==> config.mk <==
export PLATFORM = sky130hd
export DESIGN_NAME = truth_table_scanner
export DESIGN_NICKNAME = d
export VERILOG_FILES = /design/src/rtl/truth_table_scanner_pkg.sv /design/src/rtl/truth_table_scanner_dwell_counter.sv /design/src/rtl/truth_table_scanner.sv
export SDC_FILE = /design/constraint.sdc
export NUM_CORES = 1
export LEC_CHECK = 0
export ABC_AREA = 0
export CORE_ASPECT_RATIO = 2
export CORE_UTILIZATION = 55
export DETAILED_ROUTE_END_ITERATION = 10
export GPL_TIMING_DRIVEN = 0
export HOLD_SLACK_MARGIN = 0.08
export MAX_ROUTING_LAYER = met4
export PLACE_DENSITY = 0.84
export SETUP_SLACK_MARGIN = 0.4
export SLEW_MARGIN = 25
export SYNTH_ARGS = -nofsm -noshare
export SYNTH_HDL_FRONTEND = slang
export SYNTH_SLANG_ARGS = --single-unit
==> constraint.sdc <==
create_clock -name clk -period 3.1 [get_ports clk]
set_input_delay 0.93 -clock clk [delete_from_list [all_inputs] [get_ports clk]]
set_output_delay 0.93 -clock clk [all_outputs]
set_load 0.01 [all_outputs]
==> src/rtl/truth_table_scanner_pkg.sv <==
// Shared constants and FSM state type for the 5-input truth table scanner.
package truth_table_scanner_pkg;

    localparam int NUM_VECTORS = 32;
    localparam int VEC_W       = 5;
    localparam int CNT_W       = 6;

    typedef enum logic [1:0] {
        IDLE  = 2'd0,
        DRIVE = 2'd1,
        DONE  = 2'd2
    } state_t;

endpackage

==> src/rtl/truth_table_scanner_dwell_counter.sv <==
// Dwell counter: counts 0..DWELL-1 while enabled and flags the last cycle of each dwell.
module dwell_counter #(
    parameter int DWELL = 4
) (
    input  logic clk,
    input  logic rst,
    input  logic clr,
    input  logic en,
    output logic terminal
);

    logic [7:0] count;

    assign terminal = (count == 8'(DWELL - 1));

    // Wraps back to zero on the terminal cycle so consecutive dwells line up without a gap.
    always_ff @(posedge clk) begin
        if (rst || clr) begin
            count <= '0;
        end else if (en) begin
            count <= terminal ? '0 : count + 8'd1;
        end
    end

endmodule

==> src/rtl/truth_table_scanner.sv <==
// Walks a 5-bit vector through all 32 values, holding each for DWELL cycles and capturing f_in.
module truth_table_scanner
    import truth_table_scanner_pkg::*;
#(
    parameter int DWELL = 4
) (
    input  logic        clk,
    input  logic        rst,
    input  logic        start,
    input  logic        f_in,
    output logic        V,
    output logic        W,
    output logic        X,
    output logic        Y,
    output logic        Z,
    output logic        busy,
    output logic        done,
    output logic [31:0] truth_table,
    output logic [5:0]  ones_count
);

    state_t           state;
    state_t           state_next;
    logic [VEC_W-1:0] vec;
    logic             accept;
    logic             sample;
    logic             last_vec;
    logic             terminal;

    assign accept   = ((state == IDLE) || (state == DONE)) && start;
    assign sample   = (state == DRIVE) && terminal;
    assign last_vec = (vec == VEC_W'(NUM_VECTORS - 1));

    dwell_counter #(
        .DWELL(DWELL)
    ) u_dwell (
        .clk     (clk),
        .rst     (rst),
        .clr     (accept),
        .en      (state == DRIVE),
        .terminal(terminal)
    );

    always_ff @(posedge clk) begin
        if (rst) begin
            state <= IDLE;
        end else begin
            state <= state_next;
        end
    end

    always_comb begin
        state_next = state;
        case (state)
            IDLE, DONE: begin
                if (start) begin
                    state_next = DRIVE;
                end
            end
            DRIVE: begin
                if (sample && last_vec) begin
                    state_next = DONE;
                end
            end
            default: state_next = IDLE;
        endcase
    end

    // Results are cleared on an accepted start so unsampled bits read zero throughout a scan.
    always_ff @(posedge clk) begin
        if (rst) begin
            vec         <= '0;
            truth_table <= '0;
            ones_count  <= '0;
        end else if (accept) begin
            vec         <= '0;
            truth_table <= '0;
            ones_count  <= '0;
        end else if (sample) begin
            truth_table[vec] <= f_in;
            ones_count       <= ones_count + CNT_W'(f_in);
            if (!last_vec) begin
                vec <= vec + VEC_W'(1);
            end
        end
    end

    assign {V, W, X, Y, Z} = vec;
    assign busy            = (state == DRIVE);
    assign done            = (state == DONE);

endmodule
# Word level (Yosys, flattened, before mapping)
# Cells that the tools add are included.
# totals
register_bits	53
input_bits	4
output_inout_bits	45
word_cells	35
# classes
n_addsub	3
n_lt_le_gt_ge	2
n_eq_ne	6
mux	7
n_bitwise	1
n_reduce_logical	11
# op_table
operator	count
32-bit bitwise mux	1
8-bit by 1-bit adder with 8-bit output, second input constant	1
8-bit by 2-bit == test with 1-bit output, second input constant	1
8-bit 2-to-1 mux	1
6-bit by 1-bit adder with 6-bit output	1
5-bit by 6-bit less-than comparator with 1-bit output, second input constant	1
5-bit by 1-bit adder with 5-bit output, second input constant	1
1-bit demux with 5-bit select	1
5-bit == test, second input constant	1
5-bit by 1-bit >= comparator with 1-bit output, second input constant	1
1-bit logical AND	4
2-bit 2-to-1 mux	2
2-bit case mux with 2 select lines	1
2-bit AND reduction	2
2-bit OR reduction	2
2-bit by 1-bit == test with 1-bit output, second input constant	1
2-bit == test, second input constant	1
2-bit logical NOT	1
1-bit logical OR	2
2-bit by 1-bit != test with 1-bit output, second input constant	1
2-bit != test, second input constant	1
1-bit 2-to-1 mux	1
1-bit inverter	1

# Depth between registers and ports, before layout
# depth
word_depth	5
ltp_mapped	7
depth_no_buf	6

# Hierarchy
# From an unflattened synthesis, not the netlist that was laid out.
# unflattened
hier_cells	281
area_unflattened_um2	2536.2
# by_module_without_submodules
mod	instances	cells_per_inst	area_each_um2	seq_area_each_um2
truth_table_scanner	1	236	2125.8	900.9
dwell_counter	1	45	410.4	160.2

# Worst setup path before layout
# OpenSTA, ideal clock, no wires.
# synth_path
path_kind	in2reg
start	input port start
end	register truth_table[18]
setup_time_ns	0.074
arrival_ns	1.837
required_ns	3.026
slack_ns	1.189
cell_stages	5
path_buffers	1
path_cell_list	nor2b_1 > nor2_1 > nand2_1 > clkbuf_1 > o21ai_0
# synth_via
elab_chain_len	2
# synth_rtl
item	line_no	source
from (decl)	truth_table_scanner.sv:9	input logic start,
1-bit logical AND	truth_table_scanner.sv:30	assign accept = ((state == IDLE) || (state == DONE)) && start;
2-bit OR reduction (no source line)	n/a	
to (signal, indexed assignment)	truth_table_scanner.sv:80	truth_table[vec] <= f_in;
to (decl)	truth_table_scanner.sv:18	output logic [31:0] truth_table,
# Every way passes these cells.
# A chain may end at the register's enable or synchronous reset.

# Worst setup path in the final report
# layout_path
start	register state[0]
end	output port busy
# layout_via
elab_chain_len	1
# layout_rtl
item	line_no	source
from (decl)	truth_table_scanner.sv:22	state_t state;
from (signal assigned)	truth_table_scanner.sv:48	state <= state_next;
2-bit by 1-bit == test with 1-bit output	truth_table_scanner.sv:89	assign busy = (state == DRIVE);
to (decl)	truth_table_scanner.sv:16	output logic busy,
# Every way passes these cells.

==> results.py <==
metrics = {
    "outcome": {
        "status": "finished, final reports clean",
    },
    "sta": {
        "slew_headroom": 0.530,
        "finalCritPeriodShare": 0.845,
        "finalSetupViolations": 0,
        "tightestPinTransition_ns": 0.700,
        "drv_slew": 0,
        "tns_ns": 0,
        "hold_viol": 0,
        "period_minus_slack_ns": 2.62,
        "rsz0062_at_grt": "false",
        "max_freq_ghz": 0.382,
        "fin_skew_ns": 0.00784,
    },
    "worst_setup_path": {
        "cp-startpoint": "state[0]",
        "required_ns": 2.17,
        "arrival_ns": 1.69,
        "critPathKind": "reg -> out",
        "cp_slowest_cell": "clkdlybuf4s50_1",
        "crit_chain": "nor2b_2 > clkdlybuf4s50_1",
        "r2r_setup_slack_ns": 0.97,
        "cp-start-kind": "flip-flop",
        "worst_setup_path_end_kind": "output pin",
        "cpPeakStageDelay_ns": 0.57,
        "rr_startpoint": "vec[2]",
        "crit_fanout": 10,
    },
    "routing": {
        "dr.pass1.iters": 4,
        "wirelength_mm": 5.97,
        "vias_per_cell": 5.94,
        "antenna_left": 0,
        "drc": 0,
        "vias": 2315,
        "drtIter0Drc": 46,
        "wl_per_cell_microns": 15.3,
    },
    "synth": {
        "synth_top_family_by_area": "simple AND/OR/NAND/NOR gates",
        "yosysSeqAreaShare": 0.432,
        "async_flop_share": 0,
        "ys_warn_count": 0,
        "netlist_area_sq_um": 2460,
        "synth-simple-area-share": 0.328,
        "synth.distinct_cells": 31,
        "syn-num-nets": 292,
        "synth_mux_area_frac": 0.0448,
        "syn_inst": 280,
        "synth-adder-area-share": 0.0407,
        "synth_xor_area_frac": 0.0321,
        "synth-edff-count": 0,
        "syn_area_per_cell_sq_um": 8.78,
        "synth_compound_area_frac": 0.0845,
        "ys_ff_latch": 53,
        "yosys_most_used_dff": "dfxtp_1",
    },
    "clock_tree": {
        "clk_latency_ns": 0.31,
        "clkSlewWorstSetupHoldPaths_ns": 0.10,
        "cts.sinks": 53,
        "cts-htree-levels": 2,
        "cts_buffer_depth": 2,
        "numCtsBuffers": 5,
        "cts_hold_buf": 0,
        "cts.root.buffer_cell": "clkbuf_8",
        "cts_tree": "done",
    },
    "power_and_ir_drop": {
        "p_leak_nw": 1.12,
        "p_sw_w": 0.000264,
        "clkPwrFrac": 0.430,
        "vdd_drop_max_uv": 425,
        "power_w": 0.00128,
        "internal_power_w": 0.00102,
        "p_per_area_nw_per_um2": 407,
        "combPwrFrac": 0.034,
        "power_frac_seq": 0.536,
        "swShare": 0.206,
    },
    "finish": {
        "fin_util": 0.732,
        "drive_gt1_frac": 0.0565,
        "nNetsFinal": 347,
        "antenna_cells": 0,
        "instances_no_fill": 390,
        "syn2layout_area_growth_pct": 28.0,
    },
    "global_routing": {
        "grt_pass1_vias": 2138,
        "grt_max_degree": 17,
        "gr-total-overflow": 0,
        "top_usage_layer": "met2",
        "met1_usage": 0.248,
        "met3_usage": 0.0360,
        "met2_usage": 0.495,
        "grt_pass1_wl_mm": 9.36,
        "antenna_found_initial": 0,
        "global_route.usage.total": 0.266,
    },
    "floorplanning": {
        "initial_utilization": 0.572,
        "die_area_sq_um": 4760,
        "num_rows": 34,
        "fp.dieW_microns": 49.3,
        "ios": 49,
        "core_area_sq_um": 4300,
        "die_h_microns": 96.5,
    },
    "job": {
        "max_cap_violations": 0,
    },
    "placement": {
        "port_buffers": 48,
        "hpwlAfterDp_mm": 4.43,
        "gp_congestion": 0.877,
        "numPlacedInstances": 382,
    },
    "worst_hold_path": {
        "min_path_type": "reg -> reg",
        "hold_start": "truth_table[7]",
    },
}
-- synth_stat cells (2+ instances only) --
| cell | number | area, sq um |
|---|---|---|
| nor2b_1 | 3 | 18.8 |
| and3_1 | 2 | 12.5 |
| or4_1 | 5 | 37.5 |
| nand3_1 | 28 | 140 |
| nor3_1 | 2 | 10.0 |
| buf_1 | 3 | 11.3 |
| nand3b_1 | 2 | 15.0 |
| ha_1 | 8 | 100 |
| a21oi_1 | 9 | 45.0 |
| inv_1 | 3 | 11.3 |
| mux2i_1 | 11 | 110 |
| nor2_1 | 23 | 86.3 |
| o21ai_0 | 27 | 135 |
| and4b_1 | 9 | 90.1 |
| or3_1 | 3 | 18.8 |
| xnor2_1 | 3 | 26.3 |
| buf_2 | 3 | 15.0 |
| or2_2 | 2 | 12.5 |
| and3b_1 | 3 | 26.3 |
| clkbuf_1 | 15 | 56.3 |
| dfxtp_1 | 53 | 1060 |
| nand4_1 | 36 | 225 |
| xor2_1 | 6 | 52.6 |
| nand2_1 | 12 | 45.0 |
| nor3b_1 | 3 | 22.5 |
-- per-stage QoR --
stage	worst slack (ns)	hold WS, ns	instance area, sq um
after floorplan	1.19	0.480	2460
after CTS	0.485	0.479	3140
after detailed placement	0.201	0.463	3010
after global placement	0.251	0.451	3010
after global routing	0.418	0.501	3140
final	0.480	0.474	3140
-- power groups by stage --
stage / Combinational (W) / Sequential [W] / Clock (W)
after floorplan: 0.0000263 / 0.000701 / 0
after global placement: 0.0000424 / 0.000702 / 0
after detailed placement: 0.0000427 / 0.000702 / 0
after CTS: 0.0000434 / 0.000686 / 0.000555
after global routing: 0.0000475 / 0.000687 / 0.000580
final: 0.0000436 / 0.000686 / 0.000551
-- placed cells by master (no fill, tap or decap), drive strengths merged, types with 3 or more instances in the layout --
cell type | netlist | layout
dfxtp | 53 | 53
nor2b | 3 | 3
xnor2 | 3 | 3
buf | 6 | 6
clkdlybuf4s50 | 0 | 48
o21ai | 27 | 27
xor2 | 6 | 6
or4 | 6 | 6
nand3 | 28 | 28
nor3b | 3 | 3
nor2 | 23 | 23
inv | 3 | 3
nand2 | 12 | 12
mux2i | 11 | 11
a21oi | 9 | 9
and4b | 9 | 9
ha | 8 | 8
clkbuf | 15 | 20
nand4 | 36 | 36
or3 | 3 | 3
and3b | 3 | 3
-- flip-flops by register name, indices dropped and copies added (netlist names) --
signal / cells
state: 2
u_dwell.count: 8
vec: 5
truth_table: 32
ones_count: 6
-- timing repair --
action                     CTS  global route
setup endpoints to repair    1             1
setup buffers                0             0
gates resized for setup      1             1
-- logic make-up (layout without fill, tap and decap cells) --
| family | after synthesis | in the layout |
|---|---|---|
| adders and majority gates | 8 | 8 |
| and+or+nand+nor | 136 | 136 |
| muxes | 11 | 11 |
| DFF | 53 | 53 |
| AOI/OAI and AO/OA | 39 | 39 |
| buffers and inverters | 24 | 80 |
| xor gates and xnor gates | 9 | 9 |
-- worst max-delay path: cells and delay by family, from the launching register on --
kind | cells | cell delay, ns
buf+inv | 1 | 0.57
simple gates | 1 | 0.30
flops | 1 | 0.51
-- final timing paths --
check / cells after the start / end
setup / recovery: 2 / busy
hold / removal: 2 / truth_table[7]
setup reg to reg: 7 / vec[4]
hold reg to reg: 2 / truth_table[7]
-- area by class of cell --
class	count	area, sq um
Buffer	21	82.6
Clock buffer	5	68.8
Clock inverter	3	65.1
Fill cell	359	1150
Inverter	3	11.3
Multi-Input combinational cell	203	1310
Sequential cell	53	1060
Tap cell	54	67.6
Timing Repair Buffer	48	480
-- per-layer routing --
| metal | wire length [microns] | vias to the layer above |
|---|---|---|
| li1 | - | 1148 |
| met1 | 2170 | 1073 |
| met2 | 3330 | 66 |
| met3 | 189 | 28 |
| met4 | 284 | 0 |
| met5 | 0 | - |
(Power assumes the default switching activity.)
